**src/rtl/pipe_pkg.sv**
```systemverilog
// Shared pipeline-register types and default widths for the
// ID/EX, EX/MEM and MEM/WB handshake registers.
package pipe_pkg;

   typedef enum logic [1:0] {
      EMPTY = 2'd0,
      BUSY  = 2'd1,
      FULL  = 2'd2
   } state_t;

   localparam int DATA_W_DEF = 32;
   localparam int CTRL_W_DEF = 4;

endpackage

```
**src/rtl/pipe_slot.sv**
```systemverilog
// One pipeline slot: valid flag plus payload, with clear and load.
// Clear wins over load; an empty slot always reads as zero.
module pipe_slot #(
   parameter int DATA_W = 32,
   parameter int CTRL_W = 4
) (
   input  logic              clk,
   input  logic              reset,
   input  logic              clear,
   input  logic              load,
   input  logic [DATA_W-1:0] set_data,
   input  logic [CTRL_W-1:0] set_control,
   output logic              valid,
   output logic [DATA_W-1:0] data,
   output logic [CTRL_W-1:0] control
);

   always_ff @(posedge clk) begin
      if (reset || clear) begin
         valid   <= 1'b0;
         data    <= '0;
         control <= '0;
      end else if (load) begin
         valid   <= 1'b1;
         data    <= set_data;
         control <= set_control;
      end
   end

endmodule

```
**src/rtl/ex_mem_skid_reg.sv**
```systemverilog
// EX->MEM register with valid/ready handshake and a two-entry skid
// buffer; ex_ready is registered so MEM stalls never reach EX combinationally.
module ex_mem_skid_reg
   import pipe_pkg::*;
#(
   parameter int DATA_W = DATA_W_DEF,
   parameter int CTRL_W = CTRL_W_DEF,
   parameter int CNT_W  = 16
) (
   input  logic              clk,
   input  logic              reset,
   input  logic              flush,
   input  logic              ex_valid,
   input  logic [DATA_W-1:0] ex_data,
   input  logic [CTRL_W-1:0] ex_control,
   output logic              ex_ready,
   output logic              mem_valid,
   output logic [DATA_W-1:0] mem_data,
   output logic [CTRL_W-1:0] mem_control,
   input  logic              mem_ready,
   output logic [CNT_W-1:0]  stall_cnt
);

   state_t state;

   logic in_xfer;
   logic out_xfer;

   logic              main_load;
   logic              main_clear;
   logic [DATA_W-1:0] main_src_data;
   logic [CTRL_W-1:0] main_src_control;

   logic              skid_load;
   logic              skid_clear;
   logic              skid_valid;
   logic [DATA_W-1:0] skid_data;
   logic [CTRL_W-1:0] skid_control;

   assign in_xfer  = ex_valid && ex_ready;
   assign out_xfer = mem_valid && mem_ready;

   // Main refills from skid whenever skid holds the older entry.
   assign main_src_data    = skid_valid ? skid_data : ex_data;
   assign main_src_control = skid_valid ? skid_control : ex_control;

   always_comb begin
      main_load  = 1'b0;
      main_clear = flush;
      skid_load  = 1'b0;
      skid_clear = flush;
      if (!flush) begin
         unique case (state)
            EMPTY: main_load = in_xfer;
            BUSY: begin
               if (in_xfer && out_xfer) main_load = 1'b1;
               else if (in_xfer)        skid_load = 1'b1;
               else if (out_xfer)       main_clear = 1'b1;
            end
            FULL: begin
               main_load  = out_xfer;
               skid_clear = out_xfer;
            end
            default: ;
         endcase
      end
   end

   always_ff @(posedge clk) begin
      if (reset || flush) begin
         state    <= EMPTY;
         ex_ready <= 1'b1;
      end else begin
         unique case (state)
            EMPTY: begin
               if (in_xfer) state <= BUSY;
            end
            BUSY: begin
               if (in_xfer && !out_xfer) begin
                  state    <= FULL;
                  ex_ready <= 1'b0;
               end else if (!in_xfer && out_xfer) begin
                  state <= EMPTY;
               end
            end
            FULL: begin
               if (out_xfer) begin
                  state    <= BUSY;
                  ex_ready <= 1'b1;
               end
            end
            default: begin
               state    <= EMPTY;
               ex_ready <= 1'b1;
            end
         endcase
      end
   end

   always_ff @(posedge clk) begin
      if (reset) begin
         stall_cnt <= '0;
      end else if (mem_valid && !mem_ready
                   && stall_cnt != {CNT_W{1'b1}}) begin
         stall_cnt <= stall_cnt + CNT_W'(1);
      end
   end

   pipe_slot #(
      .DATA_W(DATA_W),
      .CTRL_W(CTRL_W)
   ) u_main (
      .clk        (clk),
      .reset      (reset),
      .clear      (main_clear),
      .load       (main_load),
      .set_data   (main_src_data),
      .set_control(main_src_control),
      .valid      (mem_valid),
      .data       (mem_data),
      .control    (mem_control)
   );

   pipe_slot #(
      .DATA_W(DATA_W),
      .CTRL_W(CTRL_W)
   ) u_skid (
      .clk        (clk),
      .reset      (reset),
      .clear      (skid_clear),
      .load       (skid_load),
      .set_data   (ex_data),
      .set_control(ex_control),
      .valid      (skid_valid),
      .data       (skid_data),
      .control    (skid_control)
   );

endmodule

```
**config.mk**
```make
export PLATFORM = sky130hd
export DESIGN_NAME = ex_mem_skid_reg
export DESIGN_NICKNAME = d
export VERILOG_FILES = /design/src/rtl/pipe_pkg.sv /design/src/rtl/pipe_slot.sv /design/src/rtl/ex_mem_skid_reg.sv
export SDC_FILE = /design/constraint.sdc
export NUM_CORES = 1
export LEC_CHECK = 0
export BUFFER_PORTS_ARGS = -buffer_cell sky130_fd_sc_hd__buf_2
export CAP_MARGIN = 10
export CORE_UTILIZATION = 50
export DETAILED_ROUTE_END_ITERATION = 12
export GPL_TIMING_DRIVEN = 1
export PLACE_DENSITY = 0.8
export SLEW_MARGIN = 10
export SYNTH_ARGS = -nofsm -noshare
export SYNTH_HDL_FRONTEND = slang
export SYNTH_SLANG_ARGS = --single-unit
export TNS_END_PERCENT = 1
```
**constraint.sdc**
```tcl
create_clock -name clk -period 6.1 [get_ports clk]
set_clock_uncertainty 0.2 [all_clocks]
set_input_delay 1.83 -clock clk [delete_from_list [all_inputs] [get_ports clk]]
set_output_delay 1.83 -clock clk [all_outputs]
set_load 0.005 [all_outputs]
```
=== Word-level counts from Yosys, hierarchy flattened ===
Index checks and enable logic that the tools add are counted.

* $add $sub $neg: 1
* Equal/unequal tests: 7
* Multiplexer cells: 24
* Bitwise operators: 1
* Reduce and logical (&&, ||, !) cells: 16

{| class="wikitable"
|+ Operators with widths
! operator !! count
|-
| $mux 32 || 1
|-
| $add 16x1->16 const B || 1
|-
| $ne 16x16->1 const B || 1
|-
| $mux 1 || 15
|-
| $mux 2 || 4
|-
| $logic_and 1x1->1 || 7
|-
| $ne 2x2->1 const B || 3
|-
| $pmux 1 s3 || 2
|-
| $pmux 2 s3 || 1
|-
| $reduce_and 3->1 || 2
|-
| $mux 4 || 1
|-
| $logic_not 1->1 || 3
|-
| $logic_or 1x1->1 || 3
|-
| $ne 3x3->1 const B || 1
|-
| $eq 2x1->1 const B || 1
|-
| $eq 2x2->1 const B || 1
|-
| $logic_not 2->1 || 1
|-
| $not 1->1 || 1
|}

* Register bits after elaboration: 93
* Output and inout bits: 54
* Word-level logic and storage cells: 58

=== Depth between registers and ports, before layout ===
Gate-level depths: netlist of run 1.

* Word-level depth: 7
* Depth in mapped cells: 9

=== Modules after synthesis ===
Synthesis of run 1 repeated with hierarchy kept, for this count alone.

* Cell total of the unflattened synthesis: 406
* Area total of the unflattened synthesis: 4,216.5 µm²

{| class="wikitable"
|+ By module, submodules not included
! module !! instances !! cells each !! area each (µm²) !! sequential area each (µm²)
|-
| pipe_slot || 2 || 120 || 1,342.5 || 740.7
|-
| ex_mem_skid_reg || 1 || 166 || 1,531.5 || 380.4
|}

=== Worst setup path before layout of run 1 ===
Ideal clock, no wire load.

* Path kind: input -> register
* From: input mem_ready
* To: register u_main.data[9]
* Library setup time: 79 ps
* Arrival: 3,065 ps
* Data required time: 5,821 ps
* Path slack: 2,756 ps
* Cell stages on the path: 9
* Cell sequence: and2_1 buf_6 ha_1 nand2_1 a21oi_1 or2_1 buf_2 buf_6 a211oi_2

* Longest elaborated chain between the ends: 7
* Elaborated cells on any way between the ends: 11
* Those cells by class: mux (8); reduce/logical (3)

{| class="wikitable"
|+ RTL lines
! what !! line !! RTL
|-
| from (decl) || ex_mem_skid_reg.sv:20 || <nowiki>input logic mem_ready,</nowiki>
|-
| $logic_and 1x1->1 * || ex_mem_skid_reg.sv:41 || <nowiki>assign out_xfer = mem_valid && mem_ready;</nowiki>
|-
| $mux 1 || ex_mem_skid_reg.sv:58 || <nowiki>else if (out_xfer) main_clear = 1'b1;</nowiki>
|-
| $mux 1 || ex_mem_skid_reg.sv:57 || <nowiki>else if (in_xfer) skid_load = 1'b1;</nowiki>
|-
| $mux 1 || ex_mem_skid_reg.sv:56 || <nowiki>if (in_xfer && out_xfer) main_load = 1'b1;</nowiki>
|-
| $mux 1 || ex_mem_skid_reg.sv:53 || <nowiki>unique case (state)</nowiki>
|-
| $mux 1 || ex_mem_skid_reg.sv:52 || <nowiki>if (!flush) begin</nowiki>
|-
| $logic_or 1x1->1 || pipe_slot.sv:19 || <nowiki>if (reset || clear) begin</nowiki>
|-
| to (signal assigned) || pipe_slot.sv:25 || <nowiki>data <= set_data;</nowiki>
|-
| to (decl) || pipe_slot.sv:14 || <nowiki>output logic [DATA_W-1:0] data,</nowiki>
|}

Mark *: on every way between the ends. The rest lies on a longest branch, timed or not.
A chain may end at the register's enable or synchronous reset.

=== Final worst setup path of run 1 ===
* From: input mem_ready
* To: register u_main.data[6]

The elaborated chain is that of the path after synthesis.

==> summary.md, run 1 <==
| Metric | Value |
|---|---|
| PnR worst setup slack | 1972 ps |
| Leakage | 1.738 nW |
| DRC viols | 0 |
| Largest net degree at the start of global routing | 40 |
| Worst-Margin Slew | 1157 ps |
| Layout cell share with drive strength beyond 1 | 30.19% |
| Worst reg-to-reg setup slack | 3100 ps |
| Endpoints failing hold | 0 |
| Initial detailed-routing violation count | 133 |
| WP buf/inv | 2 |
| Die Y-Extent | 94.43 µm |
| Grt ovf | 0 |
| Fillers | 724 |
| GRT Total Usage | 22.98% |
| Hold buffer count at cts | 0 |
| Area delta synth->final | 13.56% |
| Nets@finish | 569 |
| Slew HR | 22.89% |
| Clock sink count | 93 |
| Post-DP HPWL | 6666 µm |
| Status | finished clean |
| Mapped Cells | 451 |
| Top FF cell, synth | dfxtp_1 |
| Worst-Skew Late Latency | 360 ps |
| CTS root buffer | clkbuf_8 |
| Worst Setup Path Type | in2reg |
| R2r endpoint | u_main.data[6] |
| Row count | 33 |
| # setup viols final | 0 |
| Ys Warns | 0 |
| Initial Util | 51.73% |
| Final period util | 67.67% |
| Remaining antenna violation count | 0 |
| Clock slew at reported path FFs | 90 ps |
| Post-synth EDFFs | 0 |
| Die ar. | 0.008917 mm² |
| Ys async rst share | 0% |
| PwrDens | 234.1 mW/mm² |
| Worst setup EP type | flop |
| Slew Limit Fails | 0 |
| CTS tree | built |
| Die width | 94.43 µm |
| R2r startpoint | u_main.valid |
| Fmax achieved | 0.2423 GHz |
| Hold slack | 258.8 ps |
| Cts bufs inserted | 9 |
| HP Class | reg2reg |
| ANT cells | 0 |
| CP Cell Sequence | buf_2 > and2_1 > ha_1 > nand2_1 > a21oi_4 > buf_4 > or2_2 > a211oi_1 |
| Critical Path RT | 6080 ps |
| Detailed Routing Iterations Pass 1 | 4 |
| Antenna violations before repair | 0 |
| Reg2Reg Depth | 7 |
| Number of global-route vias before repair | 3,435 |
| H-tree levels | 3 |
| Netlist Area Pre-Place | 0.004272 mm² |
| Fin crit period | 4128 ps |
| HP Start | u_skid.data[10] |
| Unrepaired setup endpoints after global routing | no |
| Setup TNS | 0 ps |
| CP max stage cell | or2_2 |
| Critical path peak fanout | 38 |
| Average size of a mapped cell | 9.471 µm² |
| Maximum VDD drop | 0.0001178 V |
| Core box area | 0.008258 mm² |
| Overall power | 1.136 mW |
| Largest stage delay on the critical path | 870 ps |
| First-pass GRT wire length | 16,020 µm |
| DR vias | 3,599 |
| # resized after CTS | 0 |
| Max-cap viol count | 0 |
| IO Pins | 95 |
| CP top delay family | simple AND/OR/NAND/NOR gates |
| Worst hold stages | 2 |
| Port bufs | 94 |
| Worst path arrival time | 4110 ps |
| Via density | 5.668 |
| Fin util | 58.74% |
| Most frequent cells in the layout | buf_2 (94), dfxtp_1 (92), nand2_1 (78) |
| Worst Hold Path EP | u_skid.data[10] |
| Avg WL per Cell | 15.65 µm |
| Placement Setup Slack | 1603 ps |
| Worst setup SP type | input port |
| Clk buf depth | 2 |
| Mapped Nets | 495 |
| WL final | 9937 µm |
| Most common cell after layout, fill and taps aside | buf_2 |
| #FFs+latches synth | 93 |
| Worst setup startpoint | mem_ready |
| Netlist cell types | 48 |
| Seq/Total Area, Yosys | 43.59% |
| GPL Wtd Cong | 0.8229 |
| Post-CTS Setup Bufs | 0 |
## cell families (layout without fill, tap and decap cells)
| kind of cell | Yosys count | count (layout) | share of synthesized area, % |
|---|---|---|---|
| AO/OA/AOI/OAI | 105 | 105 | 19.68 |
| XOR/XNOR | 2 | 2 | 0.4102 |
| adder cells (fa/ha/maj) | 3 | 3 | 0.8788 |
| buffers and inverters | 40 | 119 | 6.502 |
| flip-flops | 93 | 93 | 43.59 |
| multiplexers | 39 | 39 | 9.168 |
| AND/OR/NAND/NOR | 169 | 169 | 19.77 |
## per-stage QoR
| step | cell area, µm² | cells |
|---|---|---|
| 2_1_floorplan | 4272 | 451 |
| 3_3_place_gp | 4667 | 619 |
| 3_5_place_dp | 4667 | 619 |
| 4_1_cts | 4851 | 635 |
| 5_1_grt | 4851 | 635 |
| 6_report | 4851 | 635 |
## worst max-delay path by stage
| stage | endpoint | cells after the start |
|---|---|---|
| floorplan | u_main.data[9] | 9 |
| global placement | u_main.data[4] | 8 |
| detailed placement | u_main.data[6] | 8 |
| CTS | u_main.data[6] | 8 |
| global route | u_main.data[8] | 8 |
| finish | u_main.data[6] | 8 |
## final cells by class
cell class | count | area (µm²) | area share (%)
repair buffers | 99 | 508.0 | 10.47
clock buffers | 10 | 137.6 | 2.837
inverters | 4 | 15.01 | 0.3095
well taps | 105 | 131.4 | 2.708
flip-flops and latches | 93 | 1863 | 38.41
multi-input cells | 318 | 2150 | 44.31
clock inverters | 6 | 46.29 | 0.9543
## power by group
| part | switching, mW | leakage, nW | internal (mW) |
|---|---|---|---|
| clock network | 0.225 | 0.0893 | 0.162 |
| registers | 0.0111 | 0.754 | 0.621 |
| logic | 0.0692 | 0.894 | 0.0470 |
| total | 0.305 | 1.74 | 0.830 |
## Yosys cell counts, types with 2 or more instances
cell type | instances | area (µm²)
nor2b_1 | 2 | 12.51
o31ai_1 | 5 | 37.54
o21ai_0 | 7 | 35.03
nor2_1 | 12 | 45.04
buf_4 | 8 | 60.06
buf_6 | 11 | 123.9
nand3_1 | 2 | 10.01
a211oi_1 | 7 | 52.55
a211oi_2 | 30 | 375.4
ha_1 | 3 | 37.54
dfxtp_1 | 93 | 1862
or4_1 | 4 | 30.03
nor3_1 | 38 | 190.2
nand2_1 | 78 | 292.8
nand2b_1 | 4 | 25.02
nand4_1 | 7 | 43.79
a21oi_1 | 50 | 250.2
buf_2 | 11 | 55.05
or3_1 | 6 | 37.54
clkbuf_1 | 4 | 15.01
mux2i_1 | 38 | 380.4
inv_1 | 3 | 11.26
nor4_1 | 2 | 12.51
o31ai_4 | 2 | 42.54
## metal layers
metal / vias up / track usage [%] / routed length [µm] / share of wire, %
li1: 1771 / - / - / -
met1: 1720 / 28.22 / 4384 / 44
met2: 99 / 39.86 / 4939 / 50
met3: 9 / 4.992 / 508 / 5.1
met4: 0 / 7.308 / 105 / 1.1
met5: - / 0 / 0 / 0
## flip-flops by register name, indices dropped and copies added (netlist names)
name	count
u_main.control	4
stall_cnt	16
ex_ready	1
u_main.data	32
u_skid.valid	1
u_main.valid	1
u_skid.control	4
u_skid.data	32
state	2
## tightest hold or removal path: stages (launching register included)
cell and delay (ps):
dfxtp_1 320, nand2_1 50, a21oi_1 50
No activity file was read; power rests on OpenSTA's default activity.
==> run 2, diff against run 1 <==
--- a/config.mk
+++ b/config.mk
@@ -7,10 +7,10 @@
 export LEC_CHECK = 0
 export BUFFER_PORTS_ARGS = -buffer_cell sky130_fd_sc_hd__buf_2
 export CAP_MARGIN = 10
-export CORE_UTILIZATION = 50
+export CORE_UTILIZATION = 49
 export DETAILED_ROUTE_END_ITERATION = 12
 export GPL_TIMING_DRIVEN = 1
-export PLACE_DENSITY = 0.8
+export PLACE_DENSITY = 0.81
 export SLEW_MARGIN = 10
 export SYNTH_ARGS = -nofsm -noshare
 export SYNTH_HDL_FRONTEND = slang
==> constraint.sdc (replaced) <==
create_clock -name clk -period 3.72 [get_ports clk]
set_clock_uncertainty 0.2 [all_clocks]
set_input_delay 1.116 -clock clk [delete_from_list [all_inputs] [get_ports clk]]
set_output_delay 1.116 -clock clk [all_outputs]
set_load 0.005 [all_outputs]
==> summary.md, run 2 (same netlist as run 1, synthesis figures left out) <==
| Metric | Value |
|---|---|
| # setup viols final | 0 (unchanged) |
| Die width | 95.37 µm (was 94.43 µm) |
| Avg WL per Cell | 15.61 µm (was 15.65 µm) |
| Fmax achieved | 0.3360 GHz |
| Layout cell share with drive strength beyond 1 | 30.00% (was 30.19%) |
| Worst-Skew Late Latency | 350 ps (was 360 ps) |
| Worst Setup Path Type | in2reg (unchanged) |
| Slew Limit Fails | 0 (unchanged) |
| Worst setup EP type | flop (unchanged) |
| CTS root buffer | clkbuf_8 (unchanged) |
| Initial Util | 51.22% (was 51.73%) |
| DP Area | 0.004667 mm² (unchanged) |
| Unrepaired setup endpoints after global routing | no (unchanged) |
| DR vias | 3,626 (was 3,599) |
| Die ar. | 0.009094 mm² (was 0.008917 mm²) |
| HP Class | reg2reg (unchanged) |
| Cts bufs inserted | 9 (unchanged) |
| ANT cells | 0 (unchanged) |
| Hold slack | 257.2 ps (was 258.8 ps) |
| Leakage | 1.745 nW (was 1.738 nW) |
| Antenna violations before repair | 0 (unchanged) |
| Regs by FF count | u_main.data (32), u_skid.data (32), stall_cnt (16) (unchanged) |
| Endpoints failing hold | 0 (unchanged) |
| Cell area after layout | 0.004867 mm² (was 0.004851 mm²) |
| Via density | 5.710 (was 5.668) |
| GRT met2 Usage | 39.46% (was 39.86%) |
| Routing usage on met1 | 26.73% (was 28.22%) |
| Most common cell after layout, fill and taps aside | buf_2 (unchanged) |
| Nets@finish | 569 (unchanged) |
| Hold buffer count at cts | 0 (unchanged) |
| GPL Wtd Cong | 0.7719 (was 0.8229) |
| PnR worst setup slack | 743.9 ps (was 1972 ps) |
| Largest stage delay on the critical path | 810 ps (was 870 ps) |
| Largest net degree at the start of global routing | 39 (was 40) |
| GRT Total Usage | 22.19% (was 22.98%) |
| CP Cell Sequence | buf_2 > and2_1 > ha_1 > nand2_1 > a21oi_4 > or2_2 > a211oi_1 (was buf_2 > and2_1 > ha_1 > nand2_1 > a21oi_4 > buf_4 > or2_2 > a211oi_1) |
| Remaining antenna violation count | 0 (unchanged) |
| PwrDens | 391.4 mW/mm² (was 234.1 mW/mm²) |
| IO Pins | 95 (unchanged) |
| Die Y-Extent | 95.37 µm (was 94.43 µm) |
| Maximum VDD drop | 0.0002044 V (was 0.0001178 V) |
| Max-cap viol count | 0 (unchanged) |
| Initial detailed-routing violation count | 185 (was 133) |
| Placement Setup Slack | 376.3 ps (was 1603 ps) |
| # resized after CTS | 0 (unchanged) |
| Clock sink count | 93 (unchanged) |
| CTS tree | built (unchanged) |
| H-tree levels | 3 (unchanged) |
| Critical Path RT | 3700 ps (was 6080 ps) |
| Setup TNS | 0 ps (unchanged) |
| Slew HR | 21.46% (was 22.89%) |
| Worst setup SP type | input port (unchanged) |
| Status | finished clean (unchanged) |
| Grt ovf | 0 (unchanged) |
| GRT met3 Usage | 3.270% (was 4.992%) |
| CP max stage cell | or2_2 (unchanged) |
| Row count | 33 (unchanged) |
| Post-CTS Setup Bufs | 0 (unchanged) |
| Number of global-route vias before repair | 3,468 (was 3,435) |
| Worst-Margin Slew | 1178 ps (was 1157 ps) |
| Core box area | 0.008341 mm² (was 0.008258 mm²) |
| Critical path peak fanout | 36 (was 38) |
| Worst path arrival time | 2960 ps (was 4110 ps) |
| Fin crit period | 2976 ps |
| Most frequent cells in the layout | buf_2 (94), dfxtp_1 (92), nand2_1 (78) (unchanged) |
| Final period util | 80.00% |
| Gr busiest metal | met2 (unchanged) |
| Port bufs | 94 (unchanged) |
| Detailed Routing Iterations Pass 1 | 5 (was 4) |
| First-pass GRT wire length | 15,810 µm (was 16,020 µm) |
| Clock slew at reported path FFs | 90 ps (about the same) |
| Area delta synth->final | 13.94% (was 13.56%) |
| DRC viols | 0 (unchanged) |
| Post-DP HPWL | 6427 µm (was 6666 µm) |
| WL final | 9910 µm (was 9937 µm) |
| Clk buf depth | 2 (unchanged) |
run 2: changes by cell type in the layout (fill, tap and decap cells not counted), sizes merged:
| cell | before | now |
|---|---|---|
| clkbuf | 10 | 11 |
| bufinv | 0 | 1 |
| clkinv | 2 | 1 |
| inv | 6 | 5 |
run 2: worst max-delay path, delay by kind of cell:
family | cells | cell delay [ps]
buffers and inverters | 1 | 90
adder cells (fa/ha/maj) | 1 | 200
AND/OR/NAND/NOR | 3 | 1190
AO/OA/AOI/OAI | 2 | 340
run 2: power breakdown:
part           internal (mW)  switching (mW)  leakage (nW)
Sequential              1.02          0.0165         0.754
Combinational         0.0771           0.116         0.894
Clock                  0.331           0.347        0.0959
run 2: area by class of cell:
class / instances / area, µm²
fillers: 760 / 3473
multi-input cells: 318 / 2150
flip-flops and latches: 93 / 1863
repair buffers: 99 / 508.0
clock buffers: 11 / 141.4
well taps: 105 / 131.4
clock inverters: 5 / 58.81
inverters: 4 / 15.01
run 2: layer usage:
| metal | wire length, µm | part of all wire (%) |
|---|---|---|
| met1 | 4386 | 44 |
| met2 | 4828 | 49 |
| met3 | 555 | 5.6 |
| met4 | 140 | 1.4 |
| met5 | 0 | 0 |
run 2: worst paths after layout:
kind | cells past startpoint | slack [ps] | startpoint | to
setup / recovery | 7 | 740 | mem_ready | u_main.data[6]
hold reg to reg | 2 | 260 | u_skid.data[9] | u_skid.data[9]
hold / removal | 2 | 260 | u_skid.data[9] | u_skid.data[9]
setup reg to reg | 6 | 1190 | u_main.valid | u_main.data[6]
run 2: metrics by stage:
stage	instances	power (mW)	utilization, %
floorplan	451	1.186	-
CTS	635	1.924	58.36
global placement	619	1.242	55.96
detailed placement	619	1.251	55.96
finish	635	1.905	58.36
global route	635	1.981	58.36
